File: src/rtl/hamming_frame_deserializer.sv
// hamming_frame_deserializer
// Hunts a serial bit stream for SYNC_WORD (MSB first), then captures the next
// 60 valid channel bits (bit k -> encoded_out[k]) into a one-deep output slot
// presented to the 2-D Hamming decoder over valid/ready.
// Ports:
//   clk, rst_n              clock, asynchronous active-low reset
//   bit_in, bit_valid       serial channel bit and its qualifier (no backpressure)
//   encoded_out, out_valid  held frame and its valid flag
//   out_ready               downstream accepts the held frame
//   locked                  high while collecting payload
//   overflow                one-cycle pulse when a completed frame is dropped
//   frame_count             delivered frames (wrapping)
//   drop_count              dropped frames (saturating)
module hamming_frame_deserializer #(
    parameter int unsigned             SYNC_LEN  = 8,
    parameter logic [SYNC_LEN-1:0]     SYNC_WORD = SYNC_LEN'(8'hA5)
) (
    input  logic        clk,
    input  logic        rst_n,
    input  logic        bit_in,
    input  logic        bit_valid,
    output logic [59:0] encoded_out,
    output logic        out_valid,
    input  logic        out_ready,
    output logic        locked,
    output logic        overflow,
    output logic [15:0] frame_count,
    output logic [7:0]  drop_count
);

    localparam int unsigned FRAME_W = 60;
    localparam int unsigned CNT_W   = 6;
    localparam int unsigned FC_W    = 16;
    localparam int unsigned DC_W    = 8;

    // Elaboration-time parameter guard
    if (SYNC_LEN < 2 || SYNC_LEN > 16) begin : g_bad_sync_len
        $fatal(1, "hamming_frame_deserializer: SYNC_LEN must be in 2..16");
    end

    typedef enum logic {
        HUNT    = 1'b0,
        COLLECT = 1'b1
    } state_t;

    state_t               state_q, state_d;
    logic [SYNC_LEN-1:0]  sync_q, sync_d, sync_shift;
    logic [CNT_W-1:0]     cnt_q, cnt_d;
    logic [FRAME_W-1:0]   payload_q, payload_d;
    logic [FRAME_W-1:0]   encoded_q, encoded_d;
    logic                 out_valid_q, out_valid_d;
    logic                 locked_q;
    logic                 overflow_q, overflow_d;
    logic [FC_W-1:0]      frame_count_q, frame_count_d;
    logic [DC_W-1:0]      drop_count_q, drop_count_d;

    logic frame_done;
    logic sync_hit;
    logic xfer;
    logic slot_free;

    assign sync_shift = {sync_q[SYNC_LEN-2:0], bit_in};
    assign sync_hit   = (state_q == HUNT) && bit_valid && (sync_shift == SYNC_WORD);
    assign frame_done = (state_q == COLLECT) && bit_valid && (cnt_q == CNT_W'(FRAME_W - 1));
    assign xfer       = out_valid_q && out_ready;
    // Slot is free if empty or being drained on this same edge
    assign slot_free  = !out_valid_q || out_ready;

    // State register
    always_ff @(posedge clk or negedge rst_n) begin
        if (!rst_n) begin
            state_q <= HUNT;
        end else begin
            state_q <= state_d;
        end
    end

    // Next-state logic
    always_comb begin
        state_d = state_q;
        case (state_q)
            HUNT:    if (sync_hit)   state_d = COLLECT;
            COLLECT: if (frame_done) state_d = HUNT;
            default: state_d = HUNT;
        endcase
    end

    // Datapath / output next values
    always_comb begin
        sync_d        = sync_q;
        cnt_d         = cnt_q;
        payload_d     = payload_q;
        encoded_d     = encoded_q;
        out_valid_d   = out_valid_q;
        overflow_d    = 1'b0;
        frame_count_d = frame_count_q;
        drop_count_d  = drop_count_q;

        case (state_q)
            HUNT: begin
                cnt_d = '0;
                if (bit_valid) sync_d = sync_shift;
            end
            COLLECT: begin
                if (bit_valid) begin
                    payload_d[cnt_q] = bit_in;
                    if (frame_done) begin
                        cnt_d  = '0;
                        sync_d = '0;
                    end else begin
                        cnt_d = cnt_q + CNT_W'(1);
                    end
                end
            end
            default: ;
        endcase

        if (xfer) begin
            frame_count_d = frame_count_q + FC_W'(1);
            out_valid_d   = 1'b0;
        end

        if (frame_done) begin
            if (slot_free) begin
                encoded_d   = payload_d;
                out_valid_d = 1'b1;
            end else begin
                overflow_d = 1'b1;
                if (drop_count_q != '1) drop_count_d = drop_count_q + DC_W'(1);
            end
        end
    end

    // Datapath / output registers
    always_ff @(posedge clk or negedge rst_n) begin
        if (!rst_n) begin
            sync_q        <= '0;
            cnt_q         <= '0;
            payload_q     <= '0;
            encoded_q     <= '0;
            out_valid_q   <= 1'b0;
            locked_q      <= 1'b0;
            overflow_q    <= 1'b0;
            frame_count_q <= '0;
            drop_count_q  <= '0;
        end else begin
            sync_q        <= sync_d;
            cnt_q         <= cnt_d;
            payload_q     <= payload_d;
            encoded_q     <= encoded_d;
            out_valid_q   <= out_valid_d;
            locked_q      <= (state_d == COLLECT);
            overflow_q    <= overflow_d;
            frame_count_q <= frame_count_d;
            drop_count_q  <= drop_count_d;
        end
    end

    assign encoded_out = encoded_q;
    assign out_valid   = out_valid_q;
    assign locked      = locked_q;
    assign overflow    = overflow_q;
    assign frame_count = frame_count_q;
    assign drop_count  = drop_count_q;

endmodule

File: config.mk
export PLATFORM = sky130hd
export DESIGN_NAME = hamming_frame_deserializer
export DESIGN_NICKNAME = d
export VERILOG_FILES = /design/src/rtl/hamming_frame_deserializer.sv
export SDC_FILE = /design/constraint.sdc
export NUM_CORES = 1
export LEC_CHECK = 0
export CORE_UTILIZATION = 55
export DETAILED_ROUTE_END_ITERATION = 8
export PLACE_DENSITY = 0.8
export SETUP_SLACK_MARGIN = 0.4
export SYNTH_ARGS = -nofsm -noshare
export SYNTH_HDL_FRONTEND = slang
export SYNTH_SLANG_ARGS = --single-unit
File: constraint.sdc
create_clock -name clk -period 5.8 [get_ports clk]
set_clock_uncertainty 0.15 [all_clocks]
set_input_delay 0.58 -clock clk [delete_from_list [all_inputs] [get_ports clk]]
set_output_delay 0.58 -clock clk [all_outputs]
set_load 0.05 [all_outputs]
-- Word-level counts from Yosys, hierarchy flattened
Cells that the tools add are included.
- bitwise logic cells: 2
- magnitude comparators: 2
- eq/ne operators: 6
- reduce and logical (&&, ||, !) cells: 11
- $add $sub $neg: 3
- mux-type cells: 20
- operators by type and width (operator ; count):
    $mux 60 ; 2
    $bwmux 60 ; 1
    $mux 7 ; 3
    $add 16x1->16 const B ; 1
    $pmux 7 s2 ; 1
    $mux 6 ; 2
    $pmux 6 s2 ; 1
    $add 8x1->8 const B ; 1
    $eq 8x8->1 const B ; 1
    $mux 1 ; 8
    $ne 8x8->1 const B ; 1
    $lt 6x7->1 const B ; 1
    $add 6x1->6 const B ; 1
    $demux 1 s6 ; 1
    $eq 6x6->1 const B ; 1
    $ge 6x1->1 const B ; 1
    $logic_and 1x1->1 ; 6
    $reduce_and 3->1 ; 2
    $ne 2x2->1 const B ; 2
    $ne 2x1->1 const B ; 1
    $not 1->1 ; 2
    $pmux 1 s2 ; 1
    $reduce_and 2->1 ; 1
    $logic_not 1->1 ; 1
    $logic_or 1x1->1 ; 1
- input port bits: 5
- logic and storage cells: 53
- flip-flop bits (word level): 160

-- Depth between registers and ports, before layout
Gate-level depths: netlist of run 1.
- word-level depth: 7
- depth in mapped cells: 6
- gate-level depth less buffers: 6

-- Worst setup path after synthesis of run 1
OpenSTA, ideal clock, no wires.
- kind: reg-to-reg
- from: reg, netlist name locked
- to: reg encoded_q[15], in the netlist encoded_out[15]
- setup time: 0.128 ns
- slack: 3.636 ns
- stages on the path, launching flop included: 6
- data arrival time: 1.886 ns
- required time: 5.522 ns
- cells stage by stage: dfrtp_1 clkbuf_1 nand4b_1 nor2_1 mux2_2 mux2_1
- RTL lines (item ; line ; text):
    to (signal assigned) ; 150 ; encoded_q <= encoded_d;
    to (decl) ; 50 ; logic [FRAME_W-1:0] encoded_q, encoded_d;

-- Final worst setup path of run 1
- from: in bit_valid
- to: reg encoded_q[14], in the netlist encoded_out[14]
- longest elaborated chain between the ends: 3
- elaborated cells between the ends (all ways): 5
- RTL lines (item ; line ; text):
    from (decl) ; 21 ; input logic bit_valid,
    $logic_and 1x1->1 (2 in a row) ; 64 ; assign frame_done = (state_q == COLLECT) && bit_valid && (cnt_q == CNT_W'(FRAME_W - 1));
    $reduce_and 2->1 (no source line) ; -- ;
Parallel ways exist; a longest one is shown, timed or not.
A chain may end at the register's enable or synchronous reset.

==> run_results.csv, run 1 <==
group,metric,value,unit
logic_synthesis,synth_xor_area_share,2.72,%
timing,setup_viol,0,
layout,nFillCells,891,
logic_synthesis,synth-edff-count,0,
detailed_routing,drc_errors,0,
timing,timing.final.crit_period,3300,ps
detailed_routing,vias,4259,
logic_synthesis,syn_inst,516,
detailed_routing,wirelength,13100,microns
logic_synthesis,synth_most_common_cell,"dfrtp_1",
floorplanning,num_rows,41,
clock_tree,cts_root_buffer,"clkbuf_16",
logic_synthesis,ys_warn_count,0,
logic_synthesis,synthArstFlopShare,100,%
global_route,grt_first_pass_wirelength,21700,microns
detailed_routing,routedWlPerCell,16.7,microns
setup_path,critPathKind,"in2reg",
logic_synthesis,synth-compound-area-share,1.93,%
timing,rsz0062_at_grt,"false",
layout,num_antenna_cells,0,
global_route,grtUsageTotal,21.6,%
setup_path,reg2reg_to,"encoded_out[14]",
placement,dp_cells,753,
logic_synthesis,postSynth.topFlopCell,"dfrtp_1",
logic_synthesis,synth.top_cell.area_share,56.6,%
floorplanning,chipHeight,115,microns
clock_tree,clk_pin_slew_worst_paths,60,ps
global_route,grt_overflow,0,
logic_synthesis,synthTopCellsByArea,"dfrtp_1, mux2_2, mux2_4",
layout,syn_to_final_growth,21.4,%
power_and_ir_drop,ir_drop,0.176,mV
logic_synthesis,synthSimpleGateAreaFrac,14.2,%
logic_synthesis,yosys_register_bits,160,
floorplanning,die-area,13300,sq um
setup_path,crit_arrival,3450,ps
layout,multi_input_area,2860,sq um
clock_tree,ctsResizeCount,0,
global_route,grt_max_degree,110,
setup_path,end_kind,"flop",
global_route,grt_pass1_vias,4339,
logic_synthesis,yosys.area.top_type,"dfrtp_1",
timing,finalHoldViolations,0,
setup_path,reg2regPathDepth,6,
placement,place_hpwl,8470,microns
timing,worstMarginPinSlew,998,ps
clock_tree,clkLatencyLatePin,420,ps
clock_tree,htree_levels,4,
timing,max_freq,0.303,GHz
clock_tree,cts_sinks,160,
logic_synthesis,netlist_area,7080,sq um
detailed_routing,dr.pass1.iters,5,
detailed_routing,drt_iter0_markers,276,
setup_path,required,5950,ps
power_and_ir_drop,power,0.00230,W
logic_synthesis,synth_mux_area_share,21.0,%
floorplanning,start_util,56.3,%
layout,drive_above_1_share,26.6,%
clock_tree,cts_setup_buffers,0,
global_route,antenna_found_initial,0,
detailed_routing,vias_per_cell,5.45,
flow_run,max-cap-violations,0,
floorplanning,die_w,115,microns
worst_hold_path,hold_class,"in2async",
placement,port_buffers,91,
outcome,status,"finished, final reports clean",
clock_tree,clock_path_buffers,2,
clock_tree,cts_tree,"done",
clock_tree,cts_buffers,17,
logic_synthesis,synth_top_family_by_area,"multiplexers",
layout,seq_area,4000,sq um
clock_tree,cts_hold_buf,0,
setup_path,r2r_setup_slack,2510,ps
floorplanning,core,12600,sq um
logic_synthesis,synth-seq-area-share,56.6,%
setup_path,crit_start,"bit_valid",
setup_path,crit_fanout,28,
logic_synthesis,synthAdderAreaFrac,0.530,%
timing,drv_slew,0,
floorplanning,io_pins,92,
layout,layout.nets,608,
logic_synthesis,avgSynthCellArea,13.7,sq um
power_and_ir_drop,total_leakage_power,4.08,nW
setup_path,rr_startpoint,"cnt_q[0]",
setup_path,startpoint_type,"primary input",
placement,dpl_cell_area,8020,sq um
timing,slew_headroom,33.5,%
timing,finalCritPeriodShare,56.9,%
detailed_routing,ant_nets,0,
logic_synthesis,synth_fp_nets,524,
layout,finalNonFillerCells,781,
logic_synthesis,synth_cell_types,47,
power_and_ir_drop,p_per_area,267,nW/um^2
layout,design_area,8590,sq um
logic_synthesis,synth_commonest_cells,"dfrtp_1, mux2_2, nand2_1, mux2_4, nor2_1",
timing,tns,0,ps
placement,gp_congestion,0.729,
worst max-delay path by stage:
stage	endpoint	slack (ps)
floorplan	encoded_out[15]	3640
global placement	encoded_out[18]	2220
detailed placement	encoded_out[14]	2070
CTS	encoded_out[14]	2520
global route	encoded_out[14]	2310
finish	encoded_out[14]	2500
state kept, by name, summed over array words and instances (netlist names):
signal and flops:
frame_count 16, out_valid 1, locked 1, cnt_q 6
sync_q 7, payload_q 60, encoded_out 60, drop_count 8
overflow 1
final cells by class:
type | count | area share, %
clock buffers | 21 | 5.36
clock inverters | 7 | 1.31
inverters | 2 | 0.0874
multi-input cells | 325 | 33.3
flip-flops and latches | 160 | 46.6
well taps | 172 | 2.50
repair buffers | 94 | 10.8
routing by layer:
layer	track usage, %	vias to the layer above	part of all wire (%)
li1	-	1996	-
met1	29.4	2138	47
met2	33.1	104	48
met3	5.33	21	3.6
met4	9.44	0	1.8
met5	0	-	0
cells in the final DEF (no fill, tap or decap), drive strengths merged, types with 3 or more instances in the layout:
master and count:
dfrtp 160, mux2 122, clkdlybuf4s50 89, nand2 46, nor2 25, clkbuf 21, nand2b 15, xor2 14
nand3 14, nand4 9, and4bb 9, xnor2 8, a22o 7, and4b 6, nand4b 6, nor4 5
nor4b 5, buf 5, nor2b 4, a21boi 4, o21ai 4, nor3 4, ha 3, clkinv 3
bufinv 3
where the power goes:
| part | internal, W | switching [W] |
|---|---|---|
| clock network | 0.000687 | 0.000411 |
| logic | 0.0000187 | 0.0000402 |
| registers | 0.00113 | 0.0000124 |
| total | 0.00183 | 0.000463 |
worst max-delay path, cell delays in order:
cell and delay, ps:
clkdlybuf4s50_1 1010, and3b_1 290, nand2_1 140, nor2_4 650, buf_4 390, mux2_2 380
kinds of logic (layout without fill, tap and decap cells):
family / after synthesis / count (layout)
AOI/OAI and AO/OA: 19 / 19
DFF: 160 / 160
muxes: 123 / 123
adders and majority gates: 3 / 3
and+or+nand+nor: 158 / 158
xor gates and xnor gates: 22 / 22
buffers and inverters: 31 / 124
stage by stage:
step	utilization [%]	hold WS (ps)	worst slack (ps)
after floorplan	-	134	3640
after global placement	63.8	311	2220
after detailed placement	63.8	317	2070
after CTS	68.4	176	2520
after global routing	68.4	222	2310
final	68.4	147	2500
Note: power is estimated with default switching activity, not from simulation.
==> run 2, diff against run 1 <==
==> constraint.sdc (replaced) <==
create_clock -name clk -period 3.3 [get_ports clk]
set_clock_uncertainty 0.15 [all_clocks]
set_input_delay 0.33 -clock clk [delete_from_list [all_inputs] [get_ports clk]]
set_output_delay 0.33 -clock clk [all_outputs]
set_load 0.05 [all_outputs]
==> run 2 against run 1 <==
  * Utilization up 0.33 points
  * Register-to-register slack worse by 1700 ps
  * Clock power up 65%
  * Sequential power up 75%
  * Clock-buffer cell count down 1
  * Highest routed layer unchanged
  * Non-clock buffer count up 5
  * Sequential share of layout area down 0.22 points
  * Total power up 71%
==> run_results.csv, run 2 (synthesis results as in run 1) <==
group,metric,value,unit
outcome,status,"finished, final reports clean",
detailed_routing,wirelength,13600,microns
global_route,grt_pass1_vias,4483,
detailed_routing,drt_iter0_markers,292,
power_and_ir_drop,switching_share,21.5,%
layout,design_area,8630,sq um
timing,finalCritPeriodShare,80.2,%
setup_path,max_stage_delay,950,ps
detailed_routing,dr.pass1.iters,4,
timing,drv_slew,0,
floorplanning,num_rows,41,
power_and_ir_drop,clockPowerShare,46.1,%
placement,gp_congestion,0.744,
power_and_ir_drop,p_comb_share,3.0,%
setup_path,critPathKind,"reg2out",
setup_path,critPathBufInv,1,
layout,layout_commonest_cell,"dfrtp_1",
timing,finalHoldViolations,0,
detailed_routing,vias,4321,
timing,timing.final.crit_period,2650,ps
detailed_routing,routedWlPerCell,17.2,microns
floorplanning,die_w,115,microns
placement,dpl_cell_area,8080,sq um
flow_run,max-cap-violations,0,
power_and_ir_drop,ir_drop,0.278,mV
setup_path,startpoint_type,"flop",
layout,layout_common_cells,"dfrtp_1, clkdlybuf4s50_1, mux2_2",
timing,worstMarginPinSlew,1060,ps
floorplanning,chipHeight,115,microns
placement,place_hpwl,8830,microns
global_route,antenna_found_initial,0,
clock_tree,cts_sinks,160,
setup_path,required,2820,ps
power_and_ir_drop,total_leakage_power,4.10,nW
layout,num_antenna_cells,0,
floorplanning,start_util,56.3,%
setup_path,crit_fanout,25,
clock_tree,clock_path_buffers,2,
global_route,grtUsageTotal,22.3,%
clock_tree,cts_root_buffer,"clkbuf_16",
timing,max_freq,0.378,GHz
layout,drive_above_1_share,27.7,%
timing,tns,0,ps
floorplanning,io_pins,92,
layout,nFillCells,899,
clock_tree,clk_pin_slew_worst_paths,60,ps
clock_tree,htree_levels,4,
setup_path,crit_arrival,2170,ps
setup_path,slowest_stage,"clkdlybuf4s50_1",
setup_path,crit_chain,"clkdlybuf4s50_1",
worst_hold_path,hold_class,"reg2reg",
layout,final_util,68.7,%
power_and_ir_drop,p_per_area,455,nW/um^2
global_route,grt_max_degree,71,
setup_path,crit_family,"buffers and inverters",
clock_tree,cts_buffers,17,
floorplanning,core,12600,sq um
clock_tree,ctsResizeCount,0,
global_route,grt_overflow,0,
setup_path,end_kind,"output pin",
layout,layout.nets,613,
clock_tree,clkLatencyLatePin,420,ps
detailed_routing,vias_per_cell,5.47,
global_route,grt_first_pass_wirelength,22700,microns
detailed_routing,ant_nets,0,
timing,setup_viol,0,
detailed_routing,drc_errors,0,
placement,port_buffers,91,
clock_tree,cts_tree,"done",
power_and_ir_drop,p_seq_share,50.9,%
power_and_ir_drop,netSwitchingPower,0.000843,W
timing,slew_headroom,29.5,%
timing,rsz0062_at_grt,"false",
power_and_ir_drop,intPower,0.00308,W
floorplanning,die-area,13300,sq um
layout,syn_to_final_growth,22.0,%
## run 2: cell count changes in the layout (fill, tap and decap cells not counted), sizes merged
| cell | before | now |
|---|---|---|
| clkinv | 3 | 8 |
| bufinv | 3 | 1 |
| clkbuf | 21 | 20 |
| clkinvlp | 1 | 3 |
| dlygate4sd3 | 0 | 1 |
| buf | 5 | 9 |
## run 2: metrics by stage
stage / power, W / std cells / setup WS (ps) / hold WS [ps]
2_1_floorplan: 0.00209 / 516 / 1140 / -116
3_5_place_dp: 0.00215 / 757 / 773 / 228
6_report: 0.00392 / 790 / 652 / 321
4_1_cts: 0.00396 / 790 / 634 / 324
5_1_grt: 0.00406 / 790 / 568 / 334
3_3_place_gp: 0.00214 / 757 / 870 / 216
## run 2: routing by layer
layer | global-route usage (%) | part of all wire, % | up-vias | wire, microns
met2 | 36.2 | 49 | 85 | 6720
met4 | 8.14 | 1.5 | 0 | 197
met1 | 30.2 | 46 | 2220 | 6280
met3 | 4.13 | 2.9 | 19 | 390
li1 | - | - | 1997 | -
met5 | 0 | 0 | - | 0
## run 2: path summary, 6_finish.rpt
| path | start | to | slack [ps] | depth (start not counted) |
|---|---|---|---|---|
| max in group asynchronous | rst_n | encoded_out[14] | 1740 | 3 |
| setup / recovery | locked | locked | 650 | 1 |
| min in group asynchronous | rst_n | frame_count[10] | 350 | 2 |
| hold / removal | frame_count[15] | frame_count[15] | 320 | 1 |
| setup reg to reg | cnt_q[3] | encoded_out[24] | 760 | 5 |
| hold reg to reg | frame_count[15] | frame_count[15] | 320 | 1 |
## run 2: final cells by class
type	instances	area, sq um	share of cell area, %
clock buffers	20	457	5.29
clock inverters	12	92.6	1.07
inverters	2	7.51	0.0869
multi-input cells	325	2860	33.2
flip-flops and latches	160	4000	46.4
well taps	172	215	2.49
repair buffers	99	995	11.5
## run 2: what timing repair did
item | in CTS | in global routing
hold buffers | 1 | 0
buffers inserted | 0 | 0
hold endpoints to repair | 68 | 0
## run 2: power groups by stage
stage               combinational, W  sequential, W  clock [W]
finish                      0.000116        0.00200    0.00181
global route                0.000132        0.00200    0.00193
CTS                         0.000119        0.00200    0.00184
detailed placement          0.000117        0.00203          0
global placement            0.000112        0.00203          0
floorplan                  0.0000578        0.00203          0
==> run 3, diff against run 2 <==
--- a/config.mk
+++ b/config.mk
@@ -5,9 +5,9 @@
 export SDC_FILE = /design/constraint.sdc
 export NUM_CORES = 1
 export LEC_CHECK = 0
-export CORE_UTILIZATION = 55
+export CORE_UTILIZATION = 50
 export DETAILED_ROUTE_END_ITERATION = 8
-export PLACE_DENSITY = 0.8
+export PLACE_DENSITY = 0.76
 export SETUP_SLACK_MARGIN = 0.4
 export SYNTH_ARGS = -nofsm -noshare
 export SYNTH_HDL_FRONTEND = slang
==> constraint.sdc (replaced) <==
create_clock -name clk -period 2.3 [get_ports clk]
set_clock_uncertainty 0.15 [all_clocks]
set_input_delay 0.23 -clock clk [delete_from_list [all_inputs] [get_ports clk]]
set_output_delay 0.23 -clock clk [all_outputs]
set_load 0.05 [all_outputs]
==> run 3 against run 2 <==
  * First-iteration DRC count fell by 11%
  * Sequential cell count unchanged
  * Register-to-register slack lost 510 ps
  * Combinational power grew 90%
  * Utilization is 2.6 points higher
  * Wire length rose by 28%
  * Clock-buffer cell count grew 1
  * Setup slack lost 400 ps
  * Critical path type is now reg2reg
  * Total power grew 48%
==> run_results.csv, run 3 (synthesis results as in run 1) <==
group,metric,value,unit
setup_path,startpoint_type,"flop",
timing,max_freq,0.488,GHz
clock_tree,htree_levels,4,
setup_path,crit_chain,"ha_2 -> and4_4 -> nand2_4 -> nor2_4 -> buf_6 -> buf_8 -> buf_16 -> mux2_2",
detailed_routing,wirelength,17400,microns
setup_path,crit_start,"cnt_q[1]",
detailed_routing,vias,4819,
placement,port_buffers,91,
setup_path,required,2470,ps
clock_tree,clk_pin_slew_worst_paths,60,ps
global_route,antenna_found_initial,0,
timing,timing.final.crit_period,2050,ps
floorplanning,die_w,121,microns
clock_tree,cts_root_buffer,"clkbuf_16",
setup_path,crit_arrival,2220,ps
detailed_routing,vias_per_cell,5.53,
global_route,use_met2,39.9,%
power_and_ir_drop,ir_drop,0.456,mV
clock_tree,cts_tree,"done",
power_and_ir_drop,p_per_area,591,nW/um^2
global_route,grtUsageTotal,24.6,%
floorplanning,chipHeight,121,microns
detailed_routing,drt_iter0_markers,261,
layout,syn_to_final_growth,39.3,%
layout,multi_input_area,3310,sq um
timing,finalCritPeriodShare,89.1,%
layout,layout_common_cells,"dfrtp_1, mux2_4, dlygate4sd2_1",
detailed_routing,routedWlPerCell,20.0,microns
power_and_ir_drop,netSwitchingPower,0.00132,W
timing,worstMarginPinSlew,538,ps
placement,place_hpwl,9510,microns
timing,rsz0062_at_grt,"true",
power_and_ir_drop,total_leakage_power,5.06,nW
timing,slew_headroom,64.3,%
timing,setup_viol,0,
layout,layout.nets,687,
power_and_ir_drop,intPower,0.00450,W
floorplanning,start_util,51.2,%
floorplanning,die-area,14600,sq um
timing,drv_slew,0,
setup_path,rr_startpoint,"cnt_q[1]",
layout,nFillCells,892,
global_route,grt_use_met3,5.45,%
setup_path,max_stage_delay,410,ps
layout,seq_area,4020,sq um
floorplanning,core,13800,sq um
setup_path,slowest_stage,"dfrtp_1",
setup_path,end_kind,"flop",
power_and_ir_drop,p_comb_share,3.8,%
clock_tree,cts_buffers,17,
outcome,status,"finished, final reports clean",
setup_path,critPathKind,"reg2reg",
clock_tree,clkLatencyLatePin,430,ps
floorplanning,io_pins,92,
global_route,grt_pass1_vias,5004,
power_and_ir_drop,clockPowerShare,47.1,%
layout,drive_above_1_share,43.4,%
global_route,busiest_layer,"met2",
timing,tns,0,ps
flow_run,max-cap-violations,0,
clock_tree,clock_path_buffers,2,
global_route,gr-usage-met1,31.7,%
setup_path,crit_fanout,8,
power_and_ir_drop,p_seq_share,49.1,%
layout,layout_commonest_cell,"dfrtp_1",
layout,num_antenna_cells,0,
placement,gp_congestion,0.779,
detailed_routing,ant_nets,0,
power_and_ir_drop,switching_share,22.7,%
clock_tree,cts_sinks,160,
timing,finalHoldViolations,0,
global_route,grt_max_degree,56,
detailed_routing,dr.pass1.iters,5,
worst_hold_path,hold_class,"in2async",
floorplanning,num_rows,43,
detailed_routing,drc_errors,0,
placement,dp_cells,787,
global_route,grt_first_pass_wirelength,27200,microns
layout,finalNonFillerCells,872,
global_route,grt_overflow,0,
run 3: per-layer routing:
metal | vias to the layer above | share of wire (%)
li1 | 2150 | -
met1 | 2490 | 43
met2 | 146 | 50
met3 | 33 | 4.9
met4 | 0 | 2.0
met5 | - | 0
run 3: final cells by class:
type                       count  area share [%]
sequential                   160            40.8
clock inverter                11            1.09
inverter                       2          0.0761
multi-input combinational    325            33.6
clock buffer                  21            4.77
tap                          180            2.28
timing repair buffer         173            17.4
run 3: critical path: cells and delay by family (launching register included):
kind,cells,cell delay (ps)
buf+inv,3,400
simple gates,3,450
flops,1,410
fa+ha+maj,1,200
mux,1,330
run 3: stage by stage:
step	worst slack (ps)	hold WS [ps]	util (%)	total power (W)	instance area (sq um)
after floorplan	338	-216	-	0.00300	7190
after detailed placement	10.7	85.5	60.5	0.00310	8360
after global placement	24.0	70.1	60.5	0.00309	8360
final	251	206	71.3	0.00583	9860
after CTS	261	199	69.8	0.00585	9650
after global routing	201	247	71.3	0.00599	9860
run 3: path summary, 6_finish.rpt:
check	endpoint	slack, ps	cells after the start
min reg2reg	frame_count[15]	320	1
min in group clk	sync_q[0]	250	2
max reg2reg	encoded_out[45]	250	8
max in group asynchronous	cnt_q[4]	1140	3
max	encoded_out[45]	250	8
min	encoded_out[22]	210	2
run 3: repair_timing:
item | 4_1_cts | 5_1_grt
hold buffers | 1 | 0
setup buffers | 32 | 13
pin swaps | 30 | 18
setup endpoints to repair | 151 | 69
cloned | 7 | 0
resized for setup | 188 | 32
endpoints found under the hold margin | 52 | 0
run 3: power by group through the flow:
stage                     clock network, W  registers (W)  logic (W)
after floorplan                          0        0.00291  0.0000875
after global placement                   0        0.00291   0.000180
after detailed placement                 0        0.00292   0.000188
after CTS                          0.00277        0.00286   0.000218
after global routing               0.00289        0.00286   0.000243
final                              0.00275        0.00286   0.000220
